$ cat src/rtl/dma_cxy_job_sched_pkg.sv
// Shared register map, control-word layout and state encodings for the DMA job scheduler.
// Pure definitions; no timing or flow control.
package dma_cxy_pkg;

  localparam logic [11:0] DMA_REG_RD   = 12'h000;
  localparam logic [11:0] DMA_REG_WR   = 12'h004;
  localparam logic [11:0] DMA_REG_LEN  = 12'h008;
  localparam logic [11:0] DMA_REG_CTRL = 12'h00C;

  localparam int CTRL_START      = 0;
  localparam int CTRL_INT_EN     = 1;
  localparam int CTRL_INT_CLR    = 2;
  localparam int CTRL_RD_INC     = 3;
  localparam int CTRL_WR_INC     = 4;
  localparam int CTRL_INT_STATUS = 5;

  typedef enum logic [2:0] {
    ST_IDLE,
    ST_PRECLR,
    ST_PROG,
    ST_WAIT_INT,
    ST_CLR,
    ST_WAIT_LOW,
    ST_DONE
  } sched_state_e;

  typedef enum logic [1:0] {
    APB_IDLE,
    APB_SETUP,
    APB_ACCESS
  } apb_phase_e;

  typedef struct packed {
    logic [31:0] rd_addr;
    logic [31:0] wr_addr;
    logic [31:0] len;
    logic        rd_inc;
    logic        wr_inc;
  } job_t;

  // Interrupt enable is always on; the status bit is read-only and written as 0.
  function automatic logic [31:0] ctrl_word(input logic start, input logic clr,
                                            input logic rd_inc, input logic wr_inc);
    logic [31:0] w;
    w                  = '0;
    w[CTRL_START]      = start;
    w[CTRL_INT_EN]     = 1'b1;
    w[CTRL_INT_CLR]    = clr;
    w[CTRL_RD_INC]     = rd_inc;
    w[CTRL_WR_INC]     = wr_inc;
    w[CTRL_INT_STATUS] = 1'b0;
    return w;
  endfunction

endpackage

$ cat src/rtl/dma_cxy_job_sched_if.sv
// APB master bus towards the DMA register window plus the DMA interrupt line.
// Zero-wait-state APB; the scheduler never stalls on PREADY.
interface dma_cxy_job_sched_if;
  logic        M_PCLKEN;
  logic        M_PSEL;
  logic        M_PENABLE;
  logic        M_PWRITE;
  logic [11:0] M_PADDR;
  logic [31:0] M_PWDATA;
  logic        dma_int;

  modport master (
    output M_PCLKEN, M_PSEL, M_PENABLE, M_PWRITE, M_PADDR, M_PWDATA,
    input  dma_int
  );

  modport slave (
    input  M_PCLKEN, M_PSEL, M_PENABLE, M_PWRITE, M_PADDR, M_PWDATA,
    output dma_int
  );
endinterface

$ cat src/rtl/dma_cxy_job_sched_rr_arb.sv
// Combinational round-robin pick: first valid bit at or after ptr, wrapping.
// Zero latency; caller decides when the result is consumed.
module dma_cxy_rr_arb #(
  parameter int N_REQ = 4
) (
  input  logic [N_REQ-1:0] valid,
  input  logic [2:0]       ptr,
  output logic [N_REQ-1:0] win_oh,
  output logic [2:0]       win_idx,
  output logic             any
);

  logic found;

  always_comb begin
    found   = 1'b0;
    win_idx = 3'd0;
    win_oh  = '0;
    any     = |valid;
    // First pass covers [ptr, N_REQ), second pass the wrapped part [0, ptr).
    for (int i = 0; i < N_REQ; i++) begin
      if (!found && valid[i] && (3'(i) >= ptr)) begin
        found   = 1'b1;
        win_idx = 3'(i);
      end
    end
    for (int i = 0; i < N_REQ; i++) begin
      if (!found && valid[i]) begin
        found   = 1'b1;
        win_idx = 3'(i);
      end
    end
    for (int i = 0; i < N_REQ; i++) begin
      win_oh[i] = found && (win_idx == 3'(i));
    end
  end

endmodule

$ cat src/rtl/dma_cxy_job_sched.sv
// Round-robin job scheduler: programs the DMA over APB, waits for its interrupt, reports done/err.
// Grant one cycle after capture; one job in flight, other requesters hold req_valid until granted.
module dma_cxy_job_sched
  import dma_cxy_pkg::*;
#(
  parameter int N_REQ       = 4,
  parameter int TIMEOUT_CYC = 65536
) (
  input  logic                 FCLK,
  input  logic                 RESET,
  input  logic [N_REQ-1:0]     req_valid,
  input  logic [N_REQ*32-1:0]  req_rd_addr,
  input  logic [N_REQ*32-1:0]  req_wr_addr,
  input  logic [N_REQ*32-1:0]  req_len,
  input  logic [N_REQ-1:0]     req_rd_inc,
  input  logic [N_REQ-1:0]     req_wr_inc,
  output logic [N_REQ-1:0]     req_grant,
  output logic [N_REQ-1:0]     req_done,
  output logic [N_REQ-1:0]     req_err,
  output logic                 busy,
  output logic [2:0]           cur_chan,
  dma_cxy_job_sched_if.master  apb
);

  sched_state_e state_q, state_d;
  apb_phase_e   phase_q, phase_d;
  logic [1:0]   widx_q, widx_d;
  job_t         job_q, job_d, cap;
  logic [2:0]   cur_q, cur_d, ptr_q, ptr_d;
  logic [31:0]  cnt_q, cnt_d;
  logic         err_q, err_d;
  logic [N_REQ-1:0] grant_q, grant_d, done_q, done_d, derr_q, derr_d;

  logic [N_REQ-1:0] win_oh;
  logic [2:0]       win_idx;
  logic             arb_any;
  logic             wr_end;

  dma_cxy_rr_arb #(.N_REQ(N_REQ)) u_arb (
    .valid   (req_valid),
    .ptr     (ptr_q),
    .win_oh  (win_oh),
    .win_idx (win_idx),
    .any     (arb_any)
  );

  always_comb begin
    cap = '0;
    for (int i = 0; i < N_REQ; i++) begin
      if (win_oh[i]) begin
        cap.rd_addr = req_rd_addr[i*32 +: 32];
        cap.wr_addr = req_wr_addr[i*32 +: 32];
        cap.len     = req_len[i*32 +: 32];
        cap.rd_inc  = req_rd_inc[i];
        cap.wr_inc  = req_wr_inc[i];
      end
    end
  end

  assign wr_end = (phase_q == APB_ACCESS);

  always_comb begin
    state_d = state_q;
    phase_d = phase_q;
    widx_d  = widx_q;
    job_d   = job_q;
    cur_d   = cur_q;
    ptr_d   = ptr_q;
    cnt_d   = cnt_q;
    err_d   = err_q;
    grant_d = '0;
    done_d  = '0;
    derr_d  = '0;

    if (phase_q == APB_SETUP)  phase_d = APB_ACCESS;
    if (phase_q == APB_ACCESS) phase_d = APB_IDLE;

    case (state_q)
      ST_IDLE: begin
        if (arb_any) begin
          job_d   = cap;
          cur_d   = win_idx;
          ptr_d   = (win_idx == 3'(N_REQ-1)) ? 3'd0 : win_idx + 3'd1;
          grant_d = win_oh;
          err_d   = 1'b0;
          widx_d  = 2'd0;
          if (cap.len == 32'd0) begin
            state_d = ST_DONE;
            err_d   = 1'b1;
          end else if (apb.dma_int) begin
            state_d = ST_PRECLR;
            phase_d = APB_SETUP;
          end else begin
            state_d = ST_PROG;
            phase_d = APB_SETUP;
          end
        end
      end
      // Clear write first, then hold until the stale interrupt has dropped.
      ST_PRECLR: begin
        if (phase_q == APB_IDLE && !apb.dma_int) begin
          state_d = ST_PROG;
          phase_d = APB_SETUP;
          widx_d  = 2'd0;
        end
      end
      ST_PROG: begin
        if (wr_end) begin
          if (widx_q == 2'd3) begin
            state_d = ST_WAIT_INT;
            cnt_d   = 32'd0;
          end else begin
            widx_d  = widx_q + 2'd1;
            phase_d = APB_SETUP;
          end
        end
      end
      ST_WAIT_INT: begin
        cnt_d = cnt_q + 32'd1;
        if (apb.dma_int) begin
          state_d = ST_CLR;
          phase_d = APB_SETUP;
          err_d   = 1'b0;
        end else if (TIMEOUT_CYC != 0 && cnt_d == 32'(TIMEOUT_CYC)) begin
          state_d = ST_CLR;
          phase_d = APB_SETUP;
          err_d   = 1'b1;
        end
      end
      ST_CLR: begin
        if (wr_end) state_d = ST_WAIT_LOW;
      end
      ST_WAIT_LOW: begin
        if (!apb.dma_int) state_d = ST_DONE;
      end
      ST_DONE: begin
        for (int i = 0; i < N_REQ; i++) begin
          done_d[i] = (cur_q == 3'(i));
          derr_d[i] = (cur_q == 3'(i)) && err_q;
        end
        state_d = ST_IDLE;
      end
      default: state_d = ST_IDLE;
    endcase
  end

  always_ff @(posedge FCLK or posedge RESET) begin
    if (RESET) begin
      state_q <= ST_IDLE;
      phase_q <= APB_IDLE;
      widx_q  <= 2'd0;
      job_q   <= '0;
      cur_q   <= 3'd0;
      ptr_q   <= 3'd0;
      cnt_q   <= 32'd0;
      err_q   <= 1'b0;
      grant_q <= '0;
      done_q  <= '0;
      derr_q  <= '0;
    end else begin
      state_q <= state_d;
      phase_q <= phase_d;
      widx_q  <= widx_d;
      job_q   <= job_d;
      cur_q   <= cur_d;
      ptr_q   <= ptr_d;
      cnt_q   <= cnt_d;
      err_q   <= err_d;
      grant_q <= grant_d;
      done_q  <= done_d;
      derr_q  <= derr_d;
    end
  end

  logic [11:0] paddr;
  logic [31:0] pwdata;

  always_comb begin
    paddr  = 12'h000;
    pwdata = 32'h0;
    if (phase_q != APB_IDLE) begin
      case (state_q)
        ST_PROG: begin
          case (widx_q)
            2'd0:    begin paddr = DMA_REG_RD;   pwdata = job_q.rd_addr; end
            2'd1:    begin paddr = DMA_REG_WR;   pwdata = job_q.wr_addr; end
            2'd2:    begin paddr = DMA_REG_LEN;  pwdata = job_q.len;     end
            default: begin paddr = DMA_REG_CTRL;
                           pwdata = ctrl_word(1'b1, 1'b0, job_q.rd_inc, job_q.wr_inc); end
          endcase
        end
        ST_PRECLR, ST_CLR: begin
          paddr  = DMA_REG_CTRL;
          pwdata = ctrl_word(1'b0, 1'b1, job_q.rd_inc, job_q.wr_inc);
        end
        default: ;
      endcase
    end
  end

  assign apb.M_PCLKEN  = 1'b1;
  assign apb.M_PSEL    = (phase_q != APB_IDLE);
  assign apb.M_PENABLE = (phase_q == APB_ACCESS);
  assign apb.M_PWRITE  = (phase_q != APB_IDLE);
  assign apb.M_PADDR   = paddr;
  assign apb.M_PWDATA  = pwdata;

  assign req_grant = grant_q;
  assign req_done  = done_q;
  assign req_err   = derr_q;
  assign busy      = (state_q != ST_IDLE);
  assign cur_chan  = cur_q;

endmodule

$ cat src/flat_wrapper.sv
// flat-port wrapper written by rule: the top's interface ports become plain ports
module dma_cxy_job_sched_flat import dma_cxy_pkg::*;
#(
  parameter int N_REQ       = 4,
  parameter int TIMEOUT_CYC = 65536
)
  (FCLK, RESET, req_valid, req_rd_addr, req_wr_addr, req_len, req_rd_inc, req_wr_inc, req_grant, req_done, req_err, busy, cur_chan, apb_M_PCLKEN, apb_M_PSEL, apb_M_PENABLE, apb_M_PWRITE, apb_M_PADDR, apb_M_PWDATA, apb_dma_int);
  dma_cxy_job_sched_if apb_i ();
  input  logic FCLK;
  input  logic RESET;
  input  logic [N_REQ-1:0] req_valid;
  input  logic [N_REQ*32-1:0] req_rd_addr;
  input  logic [N_REQ*32-1:0] req_wr_addr;
  input  logic [N_REQ*32-1:0] req_len;
  input  logic [N_REQ-1:0] req_rd_inc;
  input  logic [N_REQ-1:0] req_wr_inc;
  output logic [N_REQ-1:0] req_grant;
  output logic [N_REQ-1:0] req_done;
  output logic [N_REQ-1:0] req_err;
  output logic busy;
  output logic [2:0] cur_chan;
  output wire logic [$bits(apb_i.M_PCLKEN)-1:0] apb_M_PCLKEN;
  output wire logic [$bits(apb_i.M_PSEL)-1:0] apb_M_PSEL;
  output wire logic [$bits(apb_i.M_PENABLE)-1:0] apb_M_PENABLE;
  output wire logic [$bits(apb_i.M_PWRITE)-1:0] apb_M_PWRITE;
  output wire logic [$bits(apb_i.M_PADDR)-1:0] apb_M_PADDR;
  output wire logic [$bits(apb_i.M_PWDATA)-1:0] apb_M_PWDATA;
  input wire logic [$bits(apb_i.dma_int)-1:0] apb_dma_int;
  assign apb_M_PCLKEN = apb_i.M_PCLKEN;
  assign apb_M_PSEL = apb_i.M_PSEL;
  assign apb_M_PENABLE = apb_i.M_PENABLE;
  assign apb_M_PWRITE = apb_i.M_PWRITE;
  assign apb_M_PADDR = apb_i.M_PADDR;
  assign apb_M_PWDATA = apb_i.M_PWDATA;
  assign apb_i.dma_int = apb_dma_int;
  dma_cxy_job_sched #(.N_REQ(N_REQ), .TIMEOUT_CYC(TIMEOUT_CYC)) u_core (.FCLK(FCLK), .RESET(RESET), .req_valid(req_valid), .req_rd_addr(req_rd_addr), .req_wr_addr(req_wr_addr), .req_len(req_len), .req_rd_inc(req_rd_inc), .req_wr_inc(req_wr_inc), .req_grant(req_grant), .req_done(req_done), .req_err(req_err), .busy(busy), .cur_chan(cur_chan), .apb(apb_i));
endmodule
$ cat config.mk
export PLATFORM = sky130hd
export DESIGN_NAME = dma_cxy_job_sched_flat
export DESIGN_NICKNAME = d
export VERILOG_FILES = /design/src/rtl/dma_cxy_job_sched_pkg.sv /design/src/rtl/dma_cxy_job_sched_if.sv /design/src/rtl/dma_cxy_job_sched_rr_arb.sv /design/src/rtl/dma_cxy_job_sched.sv /design/src/flat_wrapper.sv
export SDC_FILE = /design/constraint.sdc
export NUM_CORES = 1
export LEC_CHECK = 0
export BUFFER_PORTS_ARGS = -buffer_cell sky130_fd_sc_hd__buf_2
export CORE_AREA = 3 3 178 180
export CTS_CLUSTER_DIAMETER = 60
export CTS_CLUSTER_SIZE = 14
export DETAILED_ROUTE_END_ITERATION = 7
export DIE_AREA = 0 0 181 183
export PLACE_DENSITY = 0.62
export SYNTH_ARGS = -nofsm -noshare
export SYNTH_HDL_FRONTEND = slang
export SYNTH_SLANG_ARGS = --single-unit
$ cat constraint.sdc
create_clock -name FCLK -period 6.05 [get_ports FCLK]
set_input_delay 0.605 -clock FCLK [delete_from_list [all_inputs] [get_ports FCLK]]
set_output_delay 0.605 -clock FCLK [all_outputs]
set_load 0.02 [all_outputs]
==> results.toml <==
[clocking]
clkTransAtPathRegs_ns = 0.06
cts_buffer_depth = 2
cts.hold.buffers_added = 0
cts_made_buffers = 17
root_buffer = "clkbuf_16"
cts_resized = 0
clock_latency_ns = 0.43
cts_tree = "done"
cts_sinks = 154
post_cts_buffers = 0
htreeDepth = 4

[route]
drt_wl_total_um = 48500
drt_iter0_drc = 1401
ant_nets = 0
drt_first_pass_iters = 8
drcViolationCount = 0
detail_route.vias_per_cell = 5.83
routed-via-count = 11900
drt-wirelength-per-cell_um = 23.7

[finish]
num-nets-final = 2049
layout-drive-gt1-share = 0.315
area_delta_synth_final_pct = 30.3
nFillCells = 3099

[setup_path]
startpoint_type = "flip-flop"
path_delay_family = "compound AO/OA/AOI/OAI gates"
end_kind = "flip-flop"
path_buf_inv = 1
crit_path_cell_trace = "mux2i_1, a211oi_1, inv_1, ha_1, or2_2, a221oi_1, o22ai_1, nor4_1, o2111a_1, nor2_1, a221oi_1, a2bb2oi_1"
critical_path.max_fanout = 32
max_stage_delay_ns = 0.58
crit_top_cell = "a221oi_1"
regToRegSetupSlack_ns = 1.68
path_class = "flip-flop to flip-flop"
arrival_ns = 4.67
required_ns = 6.35
cp_slowest_cell = "or2_2"

[global_routing]
grt_pass1_wl_um = 71700
track_usage = 0.281
grt_max_degree = 208
antenna_found_initial = 14
grt_overflow = 0
grt_pass1_vias = 11500

[synth]
synth.area.top_cells = "dfrtp_1, a221oi_1, o21ai_0, nand2_1, nor2_1"
synth_common_cells = "dfrtp_1, nand2_1, nor2_1, o21ai_0, clkbuf_1"
syn_avg_cell_area_um2 = 7.94
synth_top_cell_by_area = "dfrtp_1"
syn_area_mm2 = 0.0101
yosys.cell_count.top_type = "dfrtp_1"
synthArstFlopShare = 1.00
ys_types = 58
synth_top_area_frac = 0.380
synth_seq_area_share = 0.380
synth-edff-count = 0
syn_inst = 1277
ys_warn_count = 0
synth-main-ff-cell = "dfrtp_1"
synth_seq_cells = 154

[pwr]
power.density_mw_per_mm2 = 457
peakVddDrop_mv = 0.342
p_leak_nw = 6.13

[worst_hold_path]
hold_class = "primary input to asynchronous set/reset pin"

[floorplanning]
die_area_mm2 = 0.0331
initial_core_util = 0.334
num_io_pins = 463
core_area_mm2 = 0.0303
die_h_um = 183
num_rows = 64
die_w_um = 181

[place]
portBuffers = 450
routabilityCongestion = 0.927
preCtsSetupSlack_ns = 1.53
hpwl_um = 37100

[timing]
skew_ns = 0.0232
fin_crit_sh = 0.722
worstMarginPinSlew_ns = 1.07
relSlewSlack = 0.286
rsz0062_at_grt = "false"
clock.fmax_mhz = 229
final_max_slew_viol_count = 0
setup_slack_ns = 1.68
finalHoldViolations = 0
setup_violations = 0
fin_crit_ns = 4.37
setup_tns_ns = 0

[flow_run]
cap_violations = 0

[run_status]
outcome = "completed"
==> stage by stage <==
stage,power (W),hold WS (ns),cell area [um2],util,instances
3_5_place_dp,0.00490,0.469,12600,0.415,2018
4_1_cts,0.00607,0.374,13200,0.435,2046
2_1_floorplan,0.00377,0.448,10200,-,1287
5_1_grt,0.00650,0.400,13200,0.435,2046
3_3_place_gp,0.00484,0.463,12600,0.415,2018
6_report,0.00604,0.319,13200,0.435,2047
==> cells by family (layout without fill, tap and decap cells) <==
family                   count (synthesis)  in the layout  synth area share
AO/OA/AOI/OAI                          485            485             0.329
AND/OR/NAND/NOR                        457            457             0.204
buffers and inverters                  155            518            0.0622
flip-flops                             154            154             0.380
XOR/XNOR                                13             13            0.0112
adder cells (fa/ha/maj)                  9              9            0.0111
other                                    2             13          0.000740
multiplexers                             2              2           0.00197
==> layout make-up <==
cell class / instances / area (um2) / share of cell area
clock buffer: 20 / 467 / 0.0353
inverter: 15 / 61.3 / 0.00464
multi-input combinational: 978 / 5730 / 0.433
timing repair buffer: 475 / 2460 / 0.187
clock inverter: 8 / 145 / 0.0110
sequential: 154 / 3850 / 0.292
antenna: 1 / 2.50 / 0.000189
tap: 396 / 495 / 0.0375
==> cell usage in the layout (no fill, tap or decap), drive strengths merged, types with 7 or more instances in the layout <==
| master | instances |
|---|---|
| a211oi | 9 |
| a21oi | 91 |
| a221oi | 99 |
| a222oi | 30 |
| and2 | 9 |
| and3 | 7 |
| buf | 475 |
| clkbuf | 20 |
| conb | 12 |
| dfrtp | 154 |
| ha | 9 |
| inv | 13 |
| nand2 | 150 |
| nand3 | 20 |
| nand4 | 12 |
| nor2 | 145 |
| nor3 | 76 |
| nor4 | 11 |
| o21ai | 122 |
| o221ai | 24 |
| o22ai | 27 |
| o31ai | 42 |
| or4 | 7 |
| xnor2 | 9 |
==> flip-flops by register name (all words and copies together) (netlist names) <==
signal / cells
u_core.widx_q: 2
u_core.job_q: 98
u_core.ptr_q: 2
u_core.err_q: 1
u_core.cnt_q: 32
u_core.phase_q: 2
u_core.req_err: 4
u_core.req_done: 4
u_core.state_q: 3
u_core.cur_chan: 2
u_core.req_grant: 4
==> report_power, final <==
| part | switching (W) | total (W) | internal (W) |
|---|---|---|---|
| combinational | 0.00206 | 0.00314 | 0.00108 |
| clock | 0.000430 | 0.00114 | 0.000713 |
| sequential | 0.000378 | 0.00176 | 0.00138 |
| total | 0.00286 | 0.00604 | 0.00318 |
==> layer usage <==
layer	routed length [um]	track usage	share of wire
met2	22800	0.452	0.47
met4	1110	0.0707	0.023
met1	20700	0.384	0.43
met3	3800	0.0682	0.078
met5	61	0	0.0013
==> path summary, 6_finish.rpt <==
check / start / end / cells past startpoint
hold reg to reg: u_core.job_q[56] / u_core.job_q[56] / 2
setup / recovery: u_core.ptr_q[1] / u_core.phase_q[0] / 12
min in group FCLK: req_rd_addr[112] / u_core.job_q[82] / 3
setup reg to reg: u_core.ptr_q[1] / u_core.phase_q[0] / 12
hold / removal: RESET / u_core.req_err[1] / 2
max in group asynchronous: RESET / u_core.job_q[55] / 3
Note: power is estimated with default switching activity, not from simulation.
